===== src/rtl/score_bcd_display.sv =====
// Binary score to 3-digit BCD via sequential double-dabble, driving three active-low 7-segment digits.
// Optional LEADING_ZERO_BLANK_EN blanks leading-zero hundreds/tens digits.
module score_bcd_display #(
  parameter int SCORE_BIT = 8
) (
  input  logic                 clock_25,
  input  logic                 reset,
  input  logic [SCORE_BIT-1:0] score,
  output logic [11:0]          bcd,
  output logic [6:0]           hex0,
  output logic [6:0]           hex1,
  output logic [6:0]           hex2,
  output logic                 busy,
  output logic                 done
);

  typedef enum logic [1:0] {IDLE, SHIFT, LOAD} state_t;

  localparam int DW = 12 + SCORE_BIT;
  localparam logic [3:0] LAST_SHIFT = 4'(SCORE_BIT - 1);
  localparam logic [6:0] SEG_BLANK = 7'b1111111;
  localparam logic [6:0] SEG_ZERO  = 7'b1000000;
`ifdef LEADING_ZERO_BLANK_EN
  localparam logic [6:0] RST_HIGH_DIGIT = SEG_BLANK;
`else
  localparam logic [6:0] RST_HIGH_DIGIT = SEG_ZERO;
`endif

  state_t                 state_reg;
  logic [SCORE_BIT-1:0]   score_latched_reg;
  logic [DW-1:0]          dd_reg;        // {bcd scratch, binary shift register}
  logic [3:0]             count_reg;
  logic [11:0]            scratch;
  logic [11:0]            adj;
  logic [6:0]             hex0_next;
  logic [6:0]             hex1_next;
  logic [6:0]             hex2_next;

  function automatic logic [6:0] seg7(input logic [3:0] d);
    case (d)
      4'd0:    seg7 = 7'b1000000;
      4'd1:    seg7 = 7'b1111001;
      4'd2:    seg7 = 7'b0100100;
      4'd3:    seg7 = 7'b0110000;
      4'd4:    seg7 = 7'b0011001;
      4'd5:    seg7 = 7'b0010010;
      4'd6:    seg7 = 7'b0000010;
      4'd7:    seg7 = 7'b1111000;
      4'd8:    seg7 = 7'b0000000;
      4'd9:    seg7 = 7'b0010000;
      default: seg7 = 7'b1111111;
    endcase
  endfunction

  assign scratch = dd_reg[DW-1 -: 12];

  // Add-3 correction on every BCD nibble ahead of the shift in the same cycle.
  generate
    for (genvar gi = 0; gi < 3; gi++) begin : g_adj
      assign adj[gi*4 +: 4] = (scratch[gi*4 +: 4] >= 4'd5) ?
                              scratch[gi*4 +: 4] + 4'd3 : scratch[gi*4 +: 4];
    end
  endgenerate

  always_comb begin
    hex0_next = seg7(scratch[3:0]);
    hex1_next = seg7(scratch[7:4]);
    hex2_next = seg7(scratch[11:8]);
`ifdef LEADING_ZERO_BLANK_EN
    if (scratch[11:8] == 4'd0) begin
      hex2_next = SEG_BLANK;
      if (scratch[7:4] == 4'd0) hex1_next = SEG_BLANK;
    end
`endif
  end

  always_ff @(posedge clock_25) begin
    if (reset) begin
      state_reg         <= IDLE;
      score_latched_reg <= '0;
      dd_reg            <= '0;
      count_reg         <= '0;
      bcd               <= 12'h000;
      hex0              <= SEG_ZERO;
      hex1              <= RST_HIGH_DIGIT;
      hex2              <= RST_HIGH_DIGIT;
      busy              <= 1'b0;
      done              <= 1'b0;
    end else begin
      done <= 1'b0;
      case (state_reg)
        IDLE: begin
          if (score != score_latched_reg) begin
            score_latched_reg <= score;
            dd_reg            <= {12'h000, score};
            count_reg         <= '0;
            busy              <= 1'b1;
            state_reg         <= SHIFT;
          end
        end
        SHIFT: begin
          dd_reg    <= {adj, dd_reg[SCORE_BIT-1:0]} << 1;
          count_reg <= count_reg + 4'd1;
          if (count_reg == LAST_SHIFT) state_reg <= LOAD;
        end
        LOAD: begin
          bcd       <= scratch;
          hex0      <= hex0_next;
          hex1      <= hex1_next;
          hex2      <= hex2_next;
          done      <= 1'b1;
          busy      <= 1'b0;
          state_reg <= IDLE;
        end
        default: state_reg <= IDLE;
      endcase
    end
  end

endmodule


===== config.mk =====
export PLATFORM = sky130hd
export DESIGN_NAME = score_bcd_display
export DESIGN_NICKNAME = d
export VERILOG_FILES = /design/src/rtl/score_bcd_display.sv
export SDC_FILE = /design/constraint.sdc
export NUM_CORES = 1
export LEC_CHECK = 0
export ABC_AREA = 1
export CORE_MARGIN = 2
export CORE_UTILIZATION = 40
export CTS_BUF_LIST = sky130_fd_sc_hd__clkbuf_4 sky130_fd_sc_hd__clkbuf_8
export DETAILED_ROUTE_END_ITERATION = 8
export HOLD_SLACK_MARGIN = 0.02
export PLACE_DENSITY = 0.59
export SLEW_MARGIN = 20
export SYNTH_ARGS = -nofsm -noshare
export SYNTH_HDL_FRONTEND = slang
export SYNTH_SLANG_ARGS = --single-unit

===== constraint.sdc =====
create_clock -name clock_25 -period 1.53 [get_ports clock_25]
set_input_delay 0.2295 -clock clock_25 [delete_from_list [all_inputs] [get_ports clock_25]]
set_output_delay 0.2295 -clock clock_25 [all_outputs]
set_load 0.1 [all_outputs]

# Word level (Yosys, flattened, before mapping)
# Memory sizes are Yosys's and may differ from the RTL's. A register that Yosys moved wholly into a read port is not among the register bits.
# Index checks and enable logic that the tools add are counted.
op_classes:
  add_sub_neg: 4
  magnitude_cmp: 3
  n_eq_ne: 6
  n_mux: 13
  reduce_logical: 7
ops:
  columns: ["cell", "count"]
  rows:
  - ["20-bit case mux with 2 select lines", 1]
  - ["20-bit 2-to-1 mux", 1]
  - ["4-bit by 3-bit greater-or-equal comparator with 1-bit output (second input constant)", 3]
  - ["4-bit 2-to-1 mux", 3]
  - ["4-bit by 2-bit adder with 4-bit output (second input constant)", 2]
  - ["8-bit inequality test", 1]
  - ["4-bit case mux with 2 select lines", 1]
  - ["2-bit AND reduction", 4]
  - ["4-bit by 1-bit adder with 4-bit output (second input constant)", 1]
  - ["4-bit by 3-bit == test with 1-bit output (second input constant)", 1]
  - ["2-bit 2-to-1 mux", 2]
  - ["2-bit inequality test (second input constant)", 2]
  - ["2-bit case mux with 2 select lines", 1]
  - ["2-bit nonzero test", 2]
  - ["3-bit by 2-bit adder with 3-bit output (second input constant)", 1]
  - ["3-bit 2-to-1 mux", 1]
  - ["2-bit by 1-bit == test with 1-bit output (second input constant)", 1]
  - ["2-bit == test (second input constant)", 1]
  - ["2-bit logical NOT", 1]
  - ["1-bit 2-to-1 mux", 2]
  - ["1-bit case mux with 2 select lines", 1]
word_totals:
  reg_bits: 48
  romBits: 336
  output_inout_bits: 35
  elab_cells: 43
  mem_count: 3
mem_list:
  columns: ["name", "words", "word_bits", "read_ports", "rd_clocked_by_memory_dff", "write_ports", "line_no", "source"]
  rows:
  - ["(no name shown)", 16, 7, 1, 1, 0, "40", "case (d)"]
  - ["(no name shown)", 16, 7, 1, 1, 0, "40", null]
  - ["(no name shown)", 16, 7, 1, 1, 0, "40", null]

# Longest topological paths before layout
logic_depth:
  ltp_word: 3
  mapped_depth: 11
  depth_no_buf: 10

# Least setup slack after synthesis
# No wires, ideal clock.
synth_timing:
  path_kind: "reg2reg"
  startpoint: "register dd_reg[8]"
  endpoint: "register dd_reg[10]"
  arrival_ns: 1.323
  t_required_ns: 1.460
  setup_slack_ns: 0.137
  path_stages_with_launch: 9
  period_less_slack_ns: 1.393
  cell_sequence: "dfxtp_1 -> inv_1 -> ha_1 -> inv_1 -> nor2_1 -> o21a_1 -> o21ai_0 -> nand2_1 -> a21oi_1"
synth_via:
  elab_chain_cells: 3
  word_cells_on_any_way: 4
  cone_classes: "add/sub: 1; order compare: 1; mux: 2"
synth_rtl:
  columns: ["element", "line_no", "source"]
  rows:
  - ["start: declaration", "31", "logic [DW-1:0] dd_reg;"]
  - ["start signal: assignment", "95", "dd_reg <= {12'h000, score};"]
  - ["start signal: assignment", "102", "dd_reg <= {adj, dd_reg[SCORE_BIT-1:0]} << 1;"]
  - ["4-bit by 2-bit adder with 4-bit output / 4-bit by 3-bit greater-or-equal comparator with 1-bit output (equally long branches)", "61, 60", null]
  - ["4-bit 2-to-1 mux (*)", "60", "assign adj[gi*4 +: 4] = (scratch[gi*4 +: 4] >= 4'd5) ?"]
  - ["20-bit case mux with 2 select lines (*)", "91", "case (state_reg)"]
# Mark *: on every way between the ends. The rest lies on a longest branch, timed or not.
# A chain may end at the register's enable or synchronous reset.

# Worst setup path in the final report
# Ends and elaborated chain as after synthesis.

==> flow_metrics.py <==
metrics = {
    "floorplan": {
        "coreArea_mm2": 0.00809,
        "die_h_um": 94.7,
        "rows": 33,
        "chipWidth_um": 94.7,
        "pin_count": 45,
        "fp.dieArea_mm2": 0.00897,
        "initial_core_util_pct": 40.7,
    },
    "worst_hold_path": {
        "whs_path_depth": 2,
        "hold_class": "flop to flop",
    },
    "clock_network": {
        "root_buffer": "clkbuf_8",
        "cts_tree": "yes",
        "cts.clk_slew.worst_paths_ns": 0.07,
        "numCtsBuffers": 9,
        "cts-htree-levels": 3,
        "insertion_delay_ns": 0.34,
        "cts_sinks": 69,
        "ctsLongestPathBuffers": 2,
    },
    "sta": {
        "rsz0062_at_grt": "false",
        "fin_hold_ws_ns": 0.448,
        "post-route-min-period_ns": 1.41,
        "slew_headroom_pct": 78.1,
        "setup_viol": 0,
        "worst_pin_slew_ns": 0.325,
        "fin_skew_ns": 0.00972,
        "period_share_pct": 91.9,
        "max_freq_mhz": 711,
        "hold_viol": 0,
        "slew_violations": 0,
    },
    "pwr": {
        "pwr-share-comb_pct": 9.5,
        "ir_drop_mv": 0.434,
        "powerDensity_mw_per_mm2": 770,
        "power.switching_uw": 879,
        "p_leak_nw": 1.86,
        "pwr-share-seq_pct": 52.8,
        "clkPwrFrac_pct": 37.6,
        "internal_power_mw": 2.65,
        "switching_share_pct": 24.9,
    },
    "route": {
        "drt-pass1-iter-count": 4,
        "viasPerCell": 5.06,
        "routed_wl_mm": 7.67,
        "wl_per_cell_um": 12.5,
        "ant_nets": 0,
        "route.detailed.drc": 0,
        "drt_iter0_drc": 125,
        "num_vias": 3109,
    },
    "critical_path": {
        "r2r-end": "dd_reg[10]",
        "regToRegStartpoint": "dd_reg[8]",
        "setup.worst_path.class": "flop to flop",
        "crit_fanout": 5,
        "regToRegSetupSlack_ns": 0.12,
        "r2r_cells": 8,
        "worstSetupStartpoint": "dd_reg[8]",
        "end_kind": "flop",
        "cp.arrival_ns": 1.69,
        "worst_ep_required_time_ns": 1.81,
        "worst_setup_path_start_kind": "flop",
        "cp-endpoint": "dd_reg[10]",
    },
    "logic_synthesis": {
        "avgSynthCellArea_um2": 7.51,
        "ys_top_cells_by_area": "dfxtp_1, nand2_1, a21oi_1",
        "synth.top_cell.area_share_pct": 42.0,
        "synthAdderAreaFrac_pct": 7.22,
        "yosysMostFrequentCell": "nand2_1",
        "synth_ff_type": "dfxtp_1",
        "synth_warnings": 0,
        "syn_inst": 438,
        "synth_top_family_by_area": "compound AO/OA/AOI/OAI gates",
        "ys_types": 31,
        "synth.area.mux_share_pct": 0,
        "synth_seq_cells": 69,
        "syn_area_mm2": 0.00329,
        "synth_common_cells": "nand2_1, dfxtp_1, a21oi_1",
        "yosys.area.top_type": "dfxtp_1",
        "synth_xor_area_share_pct": 1.33,
        "synthSimpleGateAreaFrac_pct": 20.7,
        "async_flop_share_pct": 0,
        "seq_area_frac_synth_pct": 42.0,
        "synth_compound_area_share_pct": 21.4,
        "syn_nets": 467,
        "synth_edf_count": 0,
    },
    "cells_and_area": {
        "fillCellCount": 795,
        "antennaDiodeCount": 0,
        "final_cells": 615,
        "largest_reg_flops": 20,
        "final_core_util_pct": 56.6,
        "area_growth_pct": 39.2,
        "drive_gt1_share_pct": 20.4,
        "final_area_mm2": 0.00458,
        "fin_nets": 536,
    },
    "place": {
        "place_inst": 600,
        "io_buffers": 44,
        "dp_hpwl_mm": 5.47,
        "placed_cell_area_mm2": 0.00439,
        "place.gp.congestion": 0.837,
    },
    "grt": {
        "grt_overflow": 0,
        "grt_pass1_vias": 2811,
        "antenna_found_initial": 0,
        "grt_max_degree": 28,
        "grt_pass1_wl_mm": 13.1,
        "gr-usage-all-layers_pct": 18.3,
    },
    "run_status": {
        "status": "complete, no violations",
    },
    "job": {
        "cap_violations": 0,
    },
}
area by class of cell:
type	instances	area [um2]	share of cell area (%)
clock inverters	2	10.0	0.218
multi-input cells	313	1670	36.5
flip-flops and latches	69	1380	30.2
inverters	32	120	2.62
repair buffers	82	1100	24.1
well taps	105	131	2.87
clock buffers	12	159	3.47
routing by layer:
layer | up-vias | GRT usage [%] | routed length (um)
met5 | - | 0 | 0
met4 | 0 | 7.37 | 144
met3 | 13 | 2.79 | 208
met2 | 49 | 29.1 | 3570
met1 | 1429 | 24.7 | 3740
li1 | 1618 | - | -
per-stage QoR:
| step | worst slack, ns | total power [mW] | setup TNS (ns) |
|---|---|---|---|
| 2_1_floorplan | 0.137 | 2.11 | 0 |
| 3_3_place_gp | -0.210 | 2.23 | -4.58 |
| 3_5_place_dp | -0.264 | 2.24 | -5.56 |
| 4_1_cts | 0.0573 | 3.57 | 0 |
| 5_1_grt | 0.00243 | 3.68 | 0 |
| 6_report | 0.123 | 3.53 | 0 |
worst min-delay path by stage:
| stage | from | end | slack (ns) |
|---|---|---|---|
| final | dd_reg[7] | dd_reg[8] | 0.45 |
| after global routing | dd_reg[7] | dd_reg[8] | 0.49 |
| after CTS | dd_reg[7] | dd_reg[8] | 0.46 |
| after detailed placement | dd_reg[7] | dd_reg[8] | 0.45 |
| after global placement | dd_reg[7] | dd_reg[8] | 0.45 |
| after floorplan | score[1] | score_latched_reg[1] | 0.39 |
timing repair:
item	in CTS	in global routing
hold endpoints to repair	0	0
hold buffers	0	0
buffers inserted	0	1
gates resized for setup	0	9
setup endpoints to repair	0	8
cells in the final DEF, fill, tap and decap left out, types with 3 or more instances in the layout:
cell type         n
o21a_1            3
nor2_2            4
dfxtp_1          67
nor2_1           25
clkdlybuf4s50_1   9
nand2_1          88
a21oi_1          64
inv_1            25
a31oi_1           5
nor3_1            3
buf_4            35
ha_1             19
xnor2_1           5
clkbuf_8         11
buf_12           37
o211ai_1          5
o21ai_1           6
inv_2             5
o21ai_0          38
nand3_1          34
cell families after synthesis:
group	Yosys count
compound gates	129
flops	69
fa+ha+maj	19
xor+xnor	5
buf+inv	56
simple gates	160
power by group through the flow:
stage | registers, mW | clock network [mW] | logic (mW)
after floorplan | 1.91 | 0 | 0.201
after global placement | 1.90 | 0 | 0.331
after detailed placement | 1.90 | 0 | 0.336
after CTS | 1.86 | 1.37 | 0.337
after global routing | 1.87 | 1.44 | 0.374
final | 1.86 | 1.33 | 0.336
worst max-delay path, stage by stage (launching register included):
cell and delay [ns]:
dfxtp_2 0.34, buf_4 0.14, ha_1 0.22, nor2_1 0.11
o21a_1 0.20, nand2_1 0.07, o21ai_0 0.07, nand2_1 0.06
a21oi_1 0.13
(Power assumes the default switching activity.)
